<file path="src/rtl/instruction_encoder_pkg.sv">
// Shared RV32I instruction constants: encoding-format selector and major opcodes.
package instruction_encoder_pkg;

    // One-hot format selector; all-zero selects R-type.
    typedef logic [4:0] EncodingType;

    localparam int ENC_I_BIT = 0;
    localparam int ENC_S_BIT = 1;
    localparam int ENC_B_BIT = 2;
    localparam int ENC_U_BIT = 3;
    localparam int ENC_J_BIT = 4;

    localparam EncodingType ENC_R = 5'b00000;
    localparam EncodingType ENC_I = 5'b00001;
    localparam EncodingType ENC_S = 5'b00010;
    localparam EncodingType ENC_B = 5'b00100;
    localparam EncodingType ENC_U = 5'b01000;
    localparam EncodingType ENC_J = 5'b10000;

    localparam logic [6:0] OPC_LOAD   = 7'h03;
    localparam logic [6:0] OPC_OP_IMM = 7'h13;
    localparam logic [6:0] OPC_AUIPC  = 7'h17;
    localparam logic [6:0] OPC_STORE  = 7'h23;
    localparam logic [6:0] OPC_OP     = 7'h33;
    localparam logic [6:0] OPC_LUI    = 7'h37;
    localparam logic [6:0] OPC_BRANCH = 7'h63;
    localparam logic [6:0] OPC_JALR   = 7'h67;
    localparam logic [6:0] OPC_JAL    = 7'h6F;
    localparam logic [6:0] OPC_SYSTEM = 7'h73;

endpackage

</file>
<file path="src/rtl/instruction_encoder_imm_pack.sv">
// Scatters an immediate into its RV32I bit positions for the selected format.
// With INSTRUCTION_ENCODER_RANGE_CHECK_EN defined it also flags out-of-range immediates.
module imm_pack
    import instruction_encoder_pkg::*;
(
    input  EncodingType  en,
    input  logic [31:0]  imm,
`ifdef INSTRUCTION_ENCODER_RANGE_CHECK_EN
    output logic         err,
`endif
    output logic [31:0]  imm_bits
);

    // Format priority I > S > B > U > J if more than one selector bit is set.
    always_comb begin
        imm_bits = '0;
        if (en[ENC_I_BIT]) begin
            imm_bits[31:20] = imm[11:0];
        end else if (en[ENC_S_BIT]) begin
            imm_bits[31:25] = imm[11:5];
            imm_bits[11:7]  = imm[4:0];
        end else if (en[ENC_B_BIT]) begin
            imm_bits[31]    = imm[12];
            imm_bits[30:25] = imm[10:5];
            imm_bits[11:8]  = imm[4:1];
            imm_bits[7]     = imm[11];
        end else if (en[ENC_U_BIT]) begin
            imm_bits[31:12] = imm[31:12];
        end else if (en[ENC_J_BIT]) begin
            imm_bits[31]    = imm[20];
            imm_bits[30:21] = imm[10:1];
            imm_bits[20]    = imm[11];
            imm_bits[19:12] = imm[19:12];
        end
    end

`ifdef INSTRUCTION_ENCODER_RANGE_CHECK_EN
    logic fits12;
    logic fits13;
    logic fits21;

    // A value fits an N-bit signed field when every bit above N-2 equals the sign.
    always_comb begin
        fits12 = (imm[31:11] == '0) || (imm[31:11] == '1);
        fits13 = (imm[31:12] == '0) || (imm[31:12] == '1);
        fits21 = (imm[31:20] == '0) || (imm[31:20] == '1);
        err    = 1'b0;
        if (en[ENC_I_BIT] || en[ENC_S_BIT]) begin
            err = !fits12;
        end else if (en[ENC_B_BIT]) begin
            err = !fits13 || imm[0];
        end else if (en[ENC_U_BIT]) begin
            err = (imm[11:0] != 12'h000);
        end else if (en[ENC_J_BIT]) begin
            err = !fits21 || imm[0];
        end
    end
`endif

endmodule

</file>
<file path="src/rtl/instruction_encoder.sv">
// Packs decoded RV32I fields into an instruction word behind a one-deep valid/ready stage.
// Optional immediate range checking is enabled by INSTRUCTION_ENCODER_RANGE_CHECK_EN.
module instruction_encoder
    import instruction_encoder_pkg::*;
#(
    parameter int                ADDR_W    = 16,
    parameter logic [ADDR_W-1:0] BASE_ADDR = '0
) (
    input  logic              clk,
    input  logic              reset_n,
    input  logic              flush,
    input  logic              in_valid,
    output logic              in_ready,
    input  EncodingType       en,
    input  logic [6:0]        opcode,
    input  logic [2:0]        funct3,
    input  logic [6:0]        funct7,
    input  logic [4:0]        rd,
    input  logic [4:0]        rs1,
    input  logic [4:0]        rs2,
    input  logic [31:0]       imm,
    output logic              out_valid,
    input  logic              out_ready,
    output logic [31:0]       out_inst,
    output logic [ADDR_W-1:0] out_addr,
    output logic              out_err,
    output logic [7:0]        err_count
);

    logic [31:0] imm_bits;
    logic [31:0] word;
    logic        in_xfer;
    logic        out_xfer;

`ifdef INSTRUCTION_ENCODER_RANGE_CHECK_EN
    logic imm_err;

    imm_pack u_imm_pack (
        .en       (en),
        .imm      (imm),
        .err      (imm_err),
        .imm_bits (imm_bits)
    );
`else
    imm_pack u_imm_pack (
        .en       (en),
        .imm      (imm),
        .imm_bits (imm_bits)
    );
`endif

    assign in_ready = !flush && (!out_valid || out_ready);
    assign in_xfer  = in_valid && in_ready;
    assign out_xfer = out_valid && out_ready;

    // Register fields overlay the immediate; the format priority matches imm_pack.
    always_comb begin
        word      = imm_bits;
        word[6:0] = opcode;
        if (en == ENC_R) begin
            word = {funct7, rs2, rs1, funct3, rd, opcode};
        end else if (en[ENC_I_BIT]) begin
            word[19:15] = rs1;
            word[14:12] = funct3;
            word[11:7]  = rd;
        end else if (en[ENC_S_BIT] || en[ENC_B_BIT]) begin
            word[24:20] = rs2;
            word[19:15] = rs1;
            word[14:12] = funct3;
        end else begin
            word[11:7]  = rd;
        end
    end

    // The address belongs to the held word, so it only moves when that word leaves.
    always_ff @(posedge clk or negedge reset_n) begin
        if (!reset_n) begin
            out_valid <= 1'b0;
            out_inst  <= '0;
            out_addr  <= BASE_ADDR;
        end else if (flush) begin
            out_valid <= 1'b0;
            out_addr  <= BASE_ADDR;
        end else begin
            if (out_xfer) begin
                out_addr <= out_addr + ADDR_W'(4);
            end
            if (in_xfer) begin
                out_valid <= 1'b1;
                out_inst  <= word;
            end else if (out_xfer) begin
                out_valid <= 1'b0;
            end
        end
    end

`ifdef INSTRUCTION_ENCODER_RANGE_CHECK_EN
    // The count reflects errored words actually taken by the sink.
    always_ff @(posedge clk or negedge reset_n) begin
        if (!reset_n) begin
            out_err   <= 1'b0;
            err_count <= '0;
        end else if (flush) begin
            out_err   <= 1'b0;
            err_count <= '0;
        end else begin
            if (out_xfer && out_err && (err_count != 8'hFF)) begin
                err_count <= err_count + 8'd1;
            end
            if (in_xfer) begin
                out_err <= imm_err;
            end
        end
    end
`else
    assign out_err   = 1'b0;
    assign err_count = '0;
`endif

endmodule

</file>
<file path="config.mk">
export PLATFORM = sky130hd
export DESIGN_NAME = instruction_encoder
export DESIGN_NICKNAME = d
export VERILOG_FILES = /design/src/rtl/instruction_encoder_pkg.sv /design/src/rtl/instruction_encoder_imm_pack.sv /design/src/rtl/instruction_encoder.sv
export SDC_FILE = /design/constraint.sdc
export NUM_CORES = 1
export LEC_CHECK = 0
export CAP_MARGIN = 0
export CORE_UTILIZATION = 36
export DETAILED_ROUTE_END_ITERATION = 16
export PLACE_DENSITY = 0.79
export SYNTH_ARGS = -nofsm -noshare
export SYNTH_HDL_FRONTEND = slang
export SYNTH_SLANG_ARGS = --single-unit
</file>
<file path="constraint.sdc">
create_clock -name clk -period 1.3 [get_ports clk]
set_input_delay 0.26 -clock clk [delete_from_list [all_inputs] [get_ports clk]]
set_output_delay 0.26 -clock clk [all_outputs]
set_load 0.02 [all_outputs]
</file>
==> flow_summary.toml, run 1 <==
[cts]
cts_tree = "built"
numCtsBuffers = 5
clockRootBuffer = "clkbuf_8"
clock_path_buffers = 2
cts_sinks = 47
clock_latency_ps = 310
cts_max_level = 2
clk_pin_slew_worst_paths_ps = 90

[synthesis]
synth_ff_type = "dfrtp_1"
yosysMostFrequentCell = "nand2_1"
yosysWarnings = 0
synth_cell_types = 41
synth-edff-count = 0
yosysSeqAreaShare_pct = 45.7
async_reset_ff_share_pct = 100
syn_area_per_cell_um2 = 8.63
synth_commonest_cells = "65 x nand2_1, 47 x dfrtp_1, 25 x o21ai_1, 24 x a21oi_1, 18 x nor2_1"
synth_top_cell_area_share_pct = 45.7
yosys-top-cells-area = "dfrtp_1 46%, nand2_1 9.5%, mux2i_1 5.1%"
synth_seq_cells = 47
syn_inst = 298
synth_top_cell_by_area = "dfrtp_1"
netlist_area_um2 = 2570

[power]
power_density_nw_per_um2 = 841
total_power_mw = 4.12
peakVddDrop_uv = 413
leakage_nw = 2.17

[worst_setup_path]
crit_path_end_kind = "output pin"
crit_path_max_incr_delay_ps = 450
r2r_start = "out_valid"
required_ps = 1040
r2r_slack_ps = -100
timing.rr.end = "out_inst[27]"
cp-start-kind = "flip-flop"
path_cells = "nor2b_4 -> nor2_1 -> buf_4"
slowest_stage = "dfrtp_2"
crit_fanout = 3
critPathKind = "flip-flop to output pin"
path_buf_inv = 1
cp_top_family = "flip-flops"
worstRegToRegCells = 7
cp.arrival_ps = 1150

[placed_design]
portBuffers = 121
dp_hpwl_um = 6000
dp_cells = 536
dp_slack_ps = -533
postPlaceCellArea_um2 = 4190
gp_congestion = 0.820

[global_routing]
grt.overflow.total = 0
track_usage_pct = 25.3
grt_pass1_vias = 2808
grt_max_degree = 41
antenna_found_initial = 0
grt_pass1_wl_um = 14300

[hold_path]
hold_path.class = "primary input to asynchronous set/reset pin"

[sta]
finalMaxSlewViolations = 0
min_period_over_period_pct = 108
setup_ws_ps = -109
period_minus_slack_ps = 1410
holdWs_ps = 325
finalSetupViolCount = 37
fmax_ghz = 0.710
finClkSkew_ps = 12.4
finalHoldViolations = 0
rsz0062_at_grt = "true"

[floorplan]
rows = 30
initial_utilization_pct = 37.7
fp.dieW_um = 86.5
ios = 133
dieArea_um2 = 7490
die_h_um = 86.5
fp.coreArea_um2 = 6830

[drt]
drcViolationCount = 0
drt-initial-drc-count = 159
wl_um = 9550
vias = 2917
ant_nets = 0
drt-pass1-iter-count = 4
wire_per_inst_um = 16.8
viasPerCell = 5.14

[job]
cap_violations = 0

[finish]
design_area_um2 = 4890
num_antenna_cells = 0
area_growth_syn_to_layout_pct = 90.2
fin_nets = 545
drive_above_1_share_pct = 37.8
stdcell_count = 567

[status]
violations = "setup timing"
status = "complete, but fails checks"
## kinds of logic (layout without fill, tap and decap cells)
| logic type | after synthesis | in the layout | share of synthesized area, % |
|---|---|---|---|
| AO/OA/AOI/OAI | 74 | 74 | 16.2 |
| other | 1 | 11 | 0.146 |
| flip-flops | 47 | 47 | 45.7 |
| AND/OR/NAND/NOR | 119 | 119 | 21.5 |
| multiplexers | 14 | 14 | 5.50 |
| buffers and inverters | 33 | 196 | 7.34 |
| XOR/XNOR | 9 | 9 | 3.06 |
| adder cells (fa/ha/maj) | 1 | 1 | 0.486 |
## stage by stage
stage	util, %	setup TNS (ps)
3_5_place_dp	61.3	-19010
6_report	71.6	-2030
4_1_cts	69.3	-4240
2_1_floorplan	-	-237
3_3_place_gp	61.3	-17510
5_1_grt	71.6	-3710
## what timing repair did
action	CTS	global route
hold buffers	1	0
cloned	9	1
gates resized for setup	122	111
buffers inserted	10	6
pin swaps	9	33
setup endpoints to repair	91	74
endpoints found under the hold margin	7	0
## flip-flops by register name (all words and copies together) (netlist names)
register / flops
out_addr: 14
out_inst: 32
out_valid: 1
## worst reg2reg max path, stage by stage, from the launching register on
cell      delay [ps]
dfrtp_2          450
buf_6            140
nand2b_4          80
and3_4           210
buf_12           130
buf_12           120
o31ai_2           60
o21ai_1          140
## power by group
group / switching [mW] / internal [mW]
combinational: 0.749 / 0.726
clock: 0.495 / 0.379
sequential: 0.142 / 1.62
## routing by layer
layer / part of all wire [%] / track usage, % / wire, um / vias up
li1: - / - / - / 1352
met1: 37 / 28.5 / 3580 / 1416
met2: 54 / 46.7 / 5170 / 130
met3: 6.4 / 5.05 / 611 / 19
met4: 2.0 / 10.2 / 193 / 0
met5: 0 / 0 / 0 / -
## layout make-up
cell class	instances	area [um2]
Fill cell	507	1940
Timing Repair Buffer	185	1840
Multi-Input combinational cell	228	1660
Sequential cell	47	1190
Tap cell	96	120
Clock buffer	7	76.3
Inverter	3	11.3
Clock inverter	1	5.00
## layout by cell type, fill, tap and decap left out, types with 4 or more instances in the layout
| cell | n |
|---|---|
| dfrtp_1 | 39 |
| buf_6 | 9 |
| nor2_1 | 17 |
| clkdlybuf4s50_1 | 65 |
| xnor2_1 | 6 |
| o21ai_0 | 6 |
| clkdlybuf4s15_1 | 16 |
| a21oi_1 | 22 |
| conb_1 | 11 |
| buf_16 | 8 |
| dlygate4sd2_1 | 14 |
| dfrtp_2 | 8 |
| nand2_2 | 11 |
| o21ai_1 | 10 |
| o21ai_2 | 18 |
| nand2_4 | 13 |
| buf_4 | 43 |
| clkdlybuf4s15_2 | 4 |
| mux2i_1 | 12 |
| buf_12 | 4 |
| nand2_1 | 41 |
| clkbuf_2 | 17 |
| clkbuf_8 | 5 |
## worst max path at each step
stage               cells past startpoint  slack (ps)   startpoint           end
floorplan                               5         -50  out_addr[2]  out_addr[10]
global placement                        4        -480    out_ready      in_ready
detailed placement                      4        -530        en[2]  out_inst[29]
CTS                                     3        -210    out_valid      in_ready
global route                            4        -160  out_addr[8]  out_addr[15]
finish                                  3        -110    out_valid      in_ready
(Power assumes the default switching activity.)
==> run 2, diff against run 1 <==
--- a/config.mk
+++ b/config.mk
@@ -5,7 +5,7 @@
 export SDC_FILE = /design/constraint.sdc
 export NUM_CORES = 1
 export LEC_CHECK = 0
-export CAP_MARGIN = 0
+export CAP_MARGIN = 40
 export CORE_UTILIZATION = 36
 export DETAILED_ROUTE_END_ITERATION = 16
 export PLACE_DENSITY = 0.79
==> results of run 2 <==
Final layout, timing and power as in run 1 (identical DEF).
